### config.mk
export PLATFORM = sky130hd
export DESIGN_NAME = dmem_mmio
export DESIGN_NICKNAME = d
export VERILOG_FILES = /design/src/rtl/dmem_pkg.sv /design/src/rtl/uart_tx.sv /design/src/rtl/dmem_mmio.sv
export SDC_FILE = /design/constraint.sdc
export NUM_CORES = 2
export LEC_CHECK = 0
export ABC_CLOCK_PERIOD_IN_PS = 3600
export BUFFER_PORTS_ARGS = -buffer_cell sky130_fd_sc_hd__buf_2
export CAP_MARGIN = 30
export CORE_UTILIZATION = 65
export CTS_BUF_LIST = sky130_fd_sc_hd__clkbuf_4 sky130_fd_sc_hd__clkbuf_8
export DETAILED_ROUTE_END_ITERATION = 10
export MAX_ROUTING_LAYER = met4
export PLACE_DENSITY = 0.79
export SLEW_MARGIN = 15
export SYNTH_ARGS = -nofsm -noshare
export SYNTH_HDL_FRONTEND = slang
export SYNTH_HIERARCHICAL = 1
export SYNTH_SLANG_ARGS = --single-unit
### constraint.sdc
create_clock -name clk -period 3.6 [get_ports clk]
set_clock_uncertainty 0.1 [all_clocks]
set_input_delay 0.18 -clock clk [delete_from_list [all_inputs] [get_ports clk]]
set_output_delay 0.18 -clock clk [all_outputs]
set_load 0.03 [all_outputs]
### src/rtl/dmem_pkg.sv
// dmem_pkg -- shared constants and types for the data-memory / MMIO block.
//   MMIO_BIT      : address bit that selects MMIO space (1) versus data RAM (0)
//   OFF_*         : MMIO word offsets, taken from address bits [4:2]
//   uart_state_t  : state encoding of the UART transmitter
// Related build macro: DMEM_UART_EN (enables the UART in dmem_mmio).
package dmem_pkg;

  localparam int MMIO_BIT = 10;

  localparam logic [2:0] OFF_LED    = 3'd0;  // 0x400 read/write LED register
  localparam logic [2:0] OFF_SW     = 3'd1;  // 0x404 synchronized switches, read-only
  localparam logic [2:0] OFF_TIMER  = 3'd2;  // 0x408 free-running cycle counter
  localparam logic [2:0] OFF_UARTTX = 3'd3;  // 0x40C UART transmit data, write-only
  localparam logic [2:0] OFF_STATUS = 3'd4;  // 0x410 UART busy flag, read-only

  typedef enum logic [1:0] {
    UART_IDLE  = 2'd0,
    UART_START = 2'd1,
    UART_DATA  = 2'd2,
    UART_STOP  = 2'd3
  } uart_state_t;

endpackage

### src/rtl/uart_tx.sv
// uart_tx -- 8N1 UART transmitter.
// Ports:
//   clk    : system clock
//   reset  : asynchronous active-low reset; forces the line high and the FSM to idle
//   start  : accepted only while idle; latches data and begins a frame next cycle
//   data   : byte to send, LSB first
//   tx     : serial output, idles high
//   busy   : high in every state except idle
// Instantiated by dmem_mmio only when DMEM_UART_EN is defined.
module uart_tx #(
  parameter int CLKS_PER_BIT = 434
) (
  input  logic       clk,
  input  logic       reset,
  input  logic       start,
  input  logic [7:0] data,
  output logic       tx,
  output logic       busy
);
  import dmem_pkg::*;

  localparam int CW = $clog2(CLKS_PER_BIT);
  localparam logic [CW-1:0] CNT_LAST = CW'(CLKS_PER_BIT - 1);

  uart_state_t   state_reg;
  logic [CW-1:0] cnt_reg;
  logic [2:0]    bit_reg;
  logic [7:0]    shift_reg;
  logic          tx_reg;
  logic          bit_done;

  assign bit_done = (cnt_reg == CNT_LAST);

  // tx is registered so the line only changes on state transitions; it is
  // part of the async reset so an aborted frame releases the line at once.
  always_ff @(posedge clk or negedge reset) begin
    if (!reset) begin
      state_reg <= UART_IDLE;
      cnt_reg   <= '0;
      bit_reg   <= '0;
      shift_reg <= '0;
      tx_reg    <= 1'b1;
    end else begin
      case (state_reg)
        UART_IDLE: begin
          cnt_reg <= '0;
          tx_reg  <= 1'b1;
          if (start) begin
            state_reg <= UART_START;
            shift_reg <= data;
            tx_reg    <= 1'b0;
          end
        end
        UART_START: begin
          cnt_reg <= bit_done ? '0 : cnt_reg + 1'b1;
          if (bit_done) begin
            state_reg <= UART_DATA;
            bit_reg   <= '0;
            tx_reg    <= shift_reg[0];
          end
        end
        UART_DATA: begin
          cnt_reg <= bit_done ? '0 : cnt_reg + 1'b1;
          if (bit_done) begin
            if (bit_reg == 3'd7) begin
              state_reg <= UART_STOP;
              tx_reg    <= 1'b1;
            end else begin
              // Shift first and present the next bit from the pre-shift copy.
              bit_reg   <= bit_reg + 1'b1;
              shift_reg <= {1'b0, shift_reg[7:1]};
              tx_reg    <= shift_reg[1];
            end
          end
        end
        UART_STOP: begin
          cnt_reg <= bit_done ? '0 : cnt_reg + 1'b1;
          if (bit_done) begin
            state_reg <= UART_IDLE;
          end
        end
        default: begin
          state_reg <= UART_IDLE;
          tx_reg    <= 1'b1;
        end
      endcase
    end
  end

  assign tx   = tx_reg;
  assign busy = (state_reg != UART_IDLE);

endmodule

### src/rtl/dmem_mmio.sv
// dmem_mmio -- pipeline data memory with a small memory-mapped I/O block.
// Ports:
//   clk, reset  : system clock, asynchronous active-low reset
//   MemWriteM   : store strobe
//   ALUOutM     : byte address (bits [1:0] ignored); bit 10 selects MMIO
//   WriteDataM  : store data
//   ReadDataM   : combinational load data for ALUOutM
//   sw          : asynchronous switches, synchronized before being read
//   led         : LED register (MMIO 0x400)
//   tx          : UART serial output, idles high
// Map: 0x400 LED, 0x404 SW, 0x408 TIMER, 0x40C UARTTX, 0x410 STATUS,
// 0x414-0x41C read 0. Define DMEM_UART_EN to build the UART; without it tx
// is held high and 0x40C/0x410 behave as unmapped.
module dmem_mmio #(
  parameter int RAM_WORDS    = 64,
  parameter int CLKS_PER_BIT = 434
) (
  input  logic        clk,
  input  logic        reset,
  input  logic        MemWriteM,
  input  logic [31:0] ALUOutM,
  input  logic [31:0] WriteDataM,
  output logic [31:0] ReadDataM,
  input  logic [7:0]  sw,
  output logic [7:0]  led,
  output logic        tx
);
  import dmem_pkg::*;

  localparam int AW = (RAM_WORDS > 1) ? $clog2(RAM_WORDS) : 1;

  logic          ram_sel;
  logic [AW-1:0] ram_idx;
  logic [2:0]    mmio_off;
  logic          mmio_we;
  logic [31:0]   ram_rdata;
  logic [31:0]   mmio_rdata;

  logic [7:0]    led_reg;
  logic [31:0]   timer_reg;
  logic [7:0]    sw_meta_reg;
  logic [7:0]    sw_sync_reg;

  assign ram_sel  = ~ALUOutM[MMIO_BIT];
  assign ram_idx  = ALUOutM[2 +: AW];
  assign mmio_off = ALUOutM[4:2];
  assign mmio_we  = MemWriteM & ALUOutM[MMIO_BIT];

  // Address bits outside the decoded fields alias onto the same locations.
  logic unused_addr_bits;
  assign unused_addr_bits = ^{ALUOutM[31:11], ALUOutM[9:5], ALUOutM[1:0]};

  // Data RAM: write on the edge, asynchronous read so a load straight after
  // a store sees the new word. Contents are deliberately left out of reset.
  logic [31:0] ram [RAM_WORDS];

  always_ff @(posedge clk) begin
    if (MemWriteM && ram_sel) begin
      ram[ram_idx] <= WriteDataM;
    end
  end

  assign ram_rdata = ram[ram_idx];

  always_ff @(posedge clk or negedge reset) begin
    if (!reset) begin
      led_reg     <= '0;
      timer_reg   <= '0;
      sw_meta_reg <= '0;
      sw_sync_reg <= '0;
    end else begin
      sw_meta_reg <= sw;
      sw_sync_reg <= sw_meta_reg;
      if (mmio_we && (mmio_off == OFF_LED)) begin
        led_reg <= WriteDataM[7:0];
      end
      // A software load wins over the increment for that one cycle.
      if (mmio_we && (mmio_off == OFF_TIMER)) begin
        timer_reg <= WriteDataM;
      end else begin
        timer_reg <= timer_reg + 32'd1;
      end
    end
  end

  assign led = led_reg;

`ifdef DMEM_UART_EN
  logic uart_busy;
  logic uart_start;

  // Writes that arrive while a frame is in flight are dropped, not queued.
  assign uart_start = mmio_we && (mmio_off == OFF_UARTTX) && !uart_busy;

  uart_tx #(
    .CLKS_PER_BIT(CLKS_PER_BIT)
  ) u_uart (
    .clk  (clk),
    .reset(reset),
    .start(uart_start),
    .data (WriteDataM[7:0]),
    .tx   (tx),
    .busy (uart_busy)
  );
`else
  localparam int unused_clks_per_bit = CLKS_PER_BIT;
  assign tx = 1'b1;
`endif

  always_comb begin
    mmio_rdata = '0;
    case (mmio_off)
      OFF_LED:    mmio_rdata = {24'b0, led_reg};
      OFF_SW:     mmio_rdata = {24'b0, sw_sync_reg};
      OFF_TIMER:  mmio_rdata = timer_reg;
`ifdef DMEM_UART_EN
      OFF_STATUS: mmio_rdata = {31'b0, uart_busy};
`endif
      default:    mmio_rdata = '0;
    endcase
  end

  assign ReadDataM = ram_sel ? ram_rdata : mmio_rdata;

endmodule

== Yosys cells after proc, flatten, opt, wreduce, memory -nomap -nowiden ==
Memories as Yosys holds them, arrays and structs flattened.
Cells that the tools add are included.

* Flip-flop bits (word level): 56
* Latch bits: 0
* Bits in writable memories: 2048
* Memory bits (read-only): 0
* Input bits: 75
* Output and inout port bits: 41
* Word-level logic and storage cells: 19
* Memories: 1

{| class="wikitable"
|+ Memories
! memory !! depth !! bits a word !! rd ports !! clocked after Yosys merged registers in !! write ports !! line !! text
|-
| ram || 64 || 32 || 1 || 0 || 1 || dmem_mmio.sv:55 || <nowiki>logic [31:0] ram [RAM_WORDS];</nowiki>
|}

* Add/subtract/negate cells: 1
* Multipliers: 0
* Divide/modulo/power cells: 0
* Order comparisons: 0
* Equal/unequal tests: 2
* Shift-type cells: 0
* Muxes and demuxes: 5
* Bitwise gates (word level): 2
* Reductions and logical operators: 4

{| class="wikitable"
|+ Operators by type and width
! cell !! count
|-
| 32-bit one-hot mux with 3 select lines || 1
|-
| 32-bit 2-to-1 mux || 2
|-
| 32-bit by 1-bit adder with 32-bit output, second input constant || 1
|-
| 3-bit by 1-bit == test with 1-bit output, second input constant || 1
|-
| 3-bit by 2-bit == test with 1-bit output, second input constant || 1
|-
| 1-bit logical AND || 3
|-
| 3-bit logical NOT || 1
|-
| 1-bit 2-to-1 mux || 2
|-
| 1-bit bitwise AND || 1
|-
| 1-bit NOT || 1
|}

== Depth between registers and ports, before layout ==
* Depth in word-level cells: 4
* Mapped depth: 12
* Gate-level depth less buffers: 6

== Least setup slack after synthesis ==
OpenSTA, ideal clock, no wires.

* Path type: input -> register
* From: in ALUOutM[2]
* To: mem ram[11][0] (enable)
* Setup time: 0.421 ns
* Data arrival time: 2.975 ns
* Data required time: 3.079 ns
* Path slack: 0.104 ns
* Cell stages on the path: 9
* Path buffers: 7
* Path through: buf_6 > buf_12 > buf_6 > buf_4 > buf_4 > buf_2 > buf_2 > nand3_1 > nor2_1

{| class="wikitable"
|+ RTL lines
! what !! line !! text
|-
| from (decl) || dmem_mmio.sv:21 || <nowiki>input logic [31:0] ALUOutM,</nowiki>
|-
| to (decl) || dmem_mmio.sv:55 ||
|}

No word-level cell before the write port.

== Final worst setup path ==
* From: mem ram[36][22]
* To: out ReadDataM[22]

* Cells in the longest elaborated chain, start to end: 2

{| class="wikitable"
|+ Ends and longest elaborated chain
! what !! line !! text
|-
| memory 64 x 32 bit || -- ||
|-
| 32-bit 2-to-1 mux || dmem_mmio.sv:123 || <nowiki>assign ReadDataM = ram_sel ? ram_rdata : mmio_rdata;</nowiki>
|-
| to (decl) || dmem_mmio.sv:23 || <nowiki>output logic [31:0] ReadDataM,</nowiki>
|}

Every way passes these cells.

==> key figures <==
Placement
  • Placed instance area: ~0.087 mm²
  • I/O Buffers: 89
  • GP Congestion: 0.978
  • Final HPWL DP: between 100000 and 150000 µm

Routing
  • WL per Instance: around 38 µm
  • Total routed wirelength: approximately 240000 µm
  • DRT Pass-1 Iters: 11
  • Vias: about 45000
  • Final antenna-violating net count: 0
  • First DRT Iteration DRCs: 8224
  • DRC violations left: 34
  • Vias per inst: 7.20

Global route
  • Global-route wire length before repair: between 300000 and 400000 µm
  • Largest net degree at the start of global routing: 67
  • Vias in the first global route: 44300
  • GRT overflow: 0
  • GRT Total Usage: 38.9%
  • Initial antenna violation count: 11

Clock tree
  • Buffer count from post-CTS setup fixing: 0
  • Clock tree buffer depth: 4
  • Num CTS Buffers: 333
  • H-Tree Depth: 5
  • Clock slew at reported path FFs: 60 ps
  • CTS tree: yes
  • Clk Latency, worst-skew pair: about 1000 ps
  • CTS sink cnt: about 2100
  • Root Driver: clkbuf_8

Timing
  • Period utilization: 100%
  • Slew headroom: around 35%
  • Worst Slack Setup Final: -4.23 ps
  • Slew at the pin closest to its max-slew limit: just under 1000 ps
  • Max-slew violation count: 0
  • Unrepaired setup endpoints after global routing: yes
  • Final min period: 3600 ps
  • Peak Freq: 0.277 GHz
  • Final setup viols: 1
  • Final hold vios: 0

Final layout
  • Final Util: between 70% and 80%
  • Most common cell after layout, fill and taps aside: edfxtp_1
  • Area growth syn-to-layout: 15.8%
  • Final #Nets: between 4000 and 5000
  • Largest register FFs: ~2000
  • Post-route cell area: between 0.09 and 0.1 mm²
  • Share of cells above drive strength 1: 34.8%
  • Most frequent cells in the layout: edfxtp_1, mux4_2, clkbuf_8

Floorplan
  • Die Height: between 300 and 400 µm
  • Starting Density: between 60% and 70%
  • Core Region: roughly 0.12 mm²
  • Io pins: between 100 and 150
  • Num rows: approximately 130
  • Die X: 356 µm
  • DIE AREA: between 0.1 and 0.15 mm²

Setup path
  • CP Capture Type: primary output
  • Worst endpoint required time: around 3300 ps
  • Slowest cell on crit path: mux4_2
  • Crit-path cells: mux4_2 -> mux2i_1 -> buf_4 -> o22ai_4 -> a311oi_2 -> buf_4 -> o211ai_1 -> buf_4
  • Crit-path max FO: 1
  • Worst Setup Start Kind: register
  • Arrival time worst endpoint: about 3300 ps
  • Crit path top cell by count: buf_4
  • Kind of critical path: register to primary output
  • Slowest Stage Delay on Critical Path: 490 ps

Logic synthesis
  • Yosys reg bits: ~2100
  • Cells after Synth: between 3000 and 4000
  • Syn Nets: 3736
  • Seq/Total Area, Yosys: between 70 and 80%
  • Synth Warn #: 6
  • Area of the mapped netlist: between 0.08 and 0.09 mm²
  • Post-synth top flop: edfxtp_1
  • Post-synth EDFFs: just over 2000
  • Syn avg cell area: 22.2 µm²
  • Synth cell types: 62
  • Async set or reset register ratio after synthesis: 2.66%

Power and ir drop
  • Leak: a little over 30 nW
  • Max IR drop VDD: between 400 and 500 µV
  • PD cells: between 500 and 600 mW/mm²
  • Pwr Total: around 50 mW

Outcome
  • Failing checks: DRC, setup timing
  • Outcome: finished, violations left

Job
  • Max Cap Violations: 0

Hold path
  • Worst Hold Class: input pin to register
-- repair_timing --
action,in CTS,in global routing
pin swaps,3,3
hold buffers,63,0
hold endpoints to repair,2148,0
endpoints found under the setup margin,15,7
gates resized for setup,25,14
-- final cells by class --
type,count,area (µm²)
diodes,8,20.0
clock buffers,445,5520
clock inverters,124,638
fillers,6071,29700
inverters,6,26.3
multi-input cells,1356,17900
flip-flops and latches,2104,62900
well taps,1637,2050
repair buffers,500,5010
-- worst max-delay path: cells and delay by family (launching register included) --
kind	cells	cell delay, ps
flops	1	400
compound gates	3	570
mux	2	660
buf+inv	3	660
-- stage by stage --
step,TNS [ps],cells,setup WS [ps],hold slack (ps)
floorplan,0,3660,104,-216
global placement,0,5511,141,126
detailed placement,0,5531,28.6,146
CTS,-52.4,6163,-52.4,0.358
global route,-83.0,6178,-83.0,31.8
finish,-4.23,6180,-4.23,30.3
-- cell families (layout without fill, tap and decap cells) --
logic type	Yosys count	count (layout)	synth area share, %
xor gates and xnor gates	30	30	0.323
and+or+nand+nor	367	367	2.01
muxes	711	711	16.9
other	1	9	0.00461
DFF	2104	2104	77.4
AOI/OAI and AO/OA	246	246	1.93
buffers and inverters	200	1075	1.39
adders and majority gates	1	1	0.0154
-- final timing paths --
check,slack (ps),from,end,cells after the start
max in group asynchronous,2820,reset,timer_reg[29],4
worst max register to register,1070,timer_reg[2],timer_reg[30],6
worst min-delay path,30,WriteDataM[19],ram[16][19],2
worst max-delay path,-4,ram[36][22],ReadDataM[22],8
min in group asynchronous,130,reset,sw_sync_reg[6],4
worst min register to register,250,sw_meta_reg[6],sw_sync_reg[6],0
-- per-layer routing --
metal	vias to the layer above	global-route usage (%)	routed length (µm)
li1	16800	-	-
met1	22500	49.9	76700
met2	4341	56.4	108000
met3	891	12.7	36600
met4	0	20.0	14300
met5	-	-	0
-- Yosys cell counts, types with 16 or more instances --
master | count | area (µm²)
edfxtp_1 | 2048 | 61500
mux4_2 | 523 | 11800
mux2i_1 | 156 | 1560
nand2_1 | 134 | 503
nor2_1 | 119 | 447
buf_2 | 70 | 350
o21ai_0 | 59 | 295
dfrtp_1 | 56 | 1400
a21oi_1 | 50 | 250
clkbuf_1 | 45 | 169
o22ai_1 | 43 | 269
buf_4 | 42 | 315
mux2_2 | 27 | 304
nand3_1 | 26 | 130
buf_1 | 19 | 71.3
nor3_1 | 19 | 95.1
a22oi_1 | 18 | 135
xnor2_1 | 17 | 149
buf_6 | 16 | 180
-- report_power, final --
| part | internal (mW) | total (mW) | leakage [nW] | switching, mW |
|---|---|---|---|---|
| clock network | 10.2 | 19.3 | 3.26 | 9.07 |
| registers | 27.1 | 27.4 | 19.1 | 0.317 |
| logic | 1.31 | 3.32 | 8.28 | 2.01 |
(Power assumes the default switching activity.)
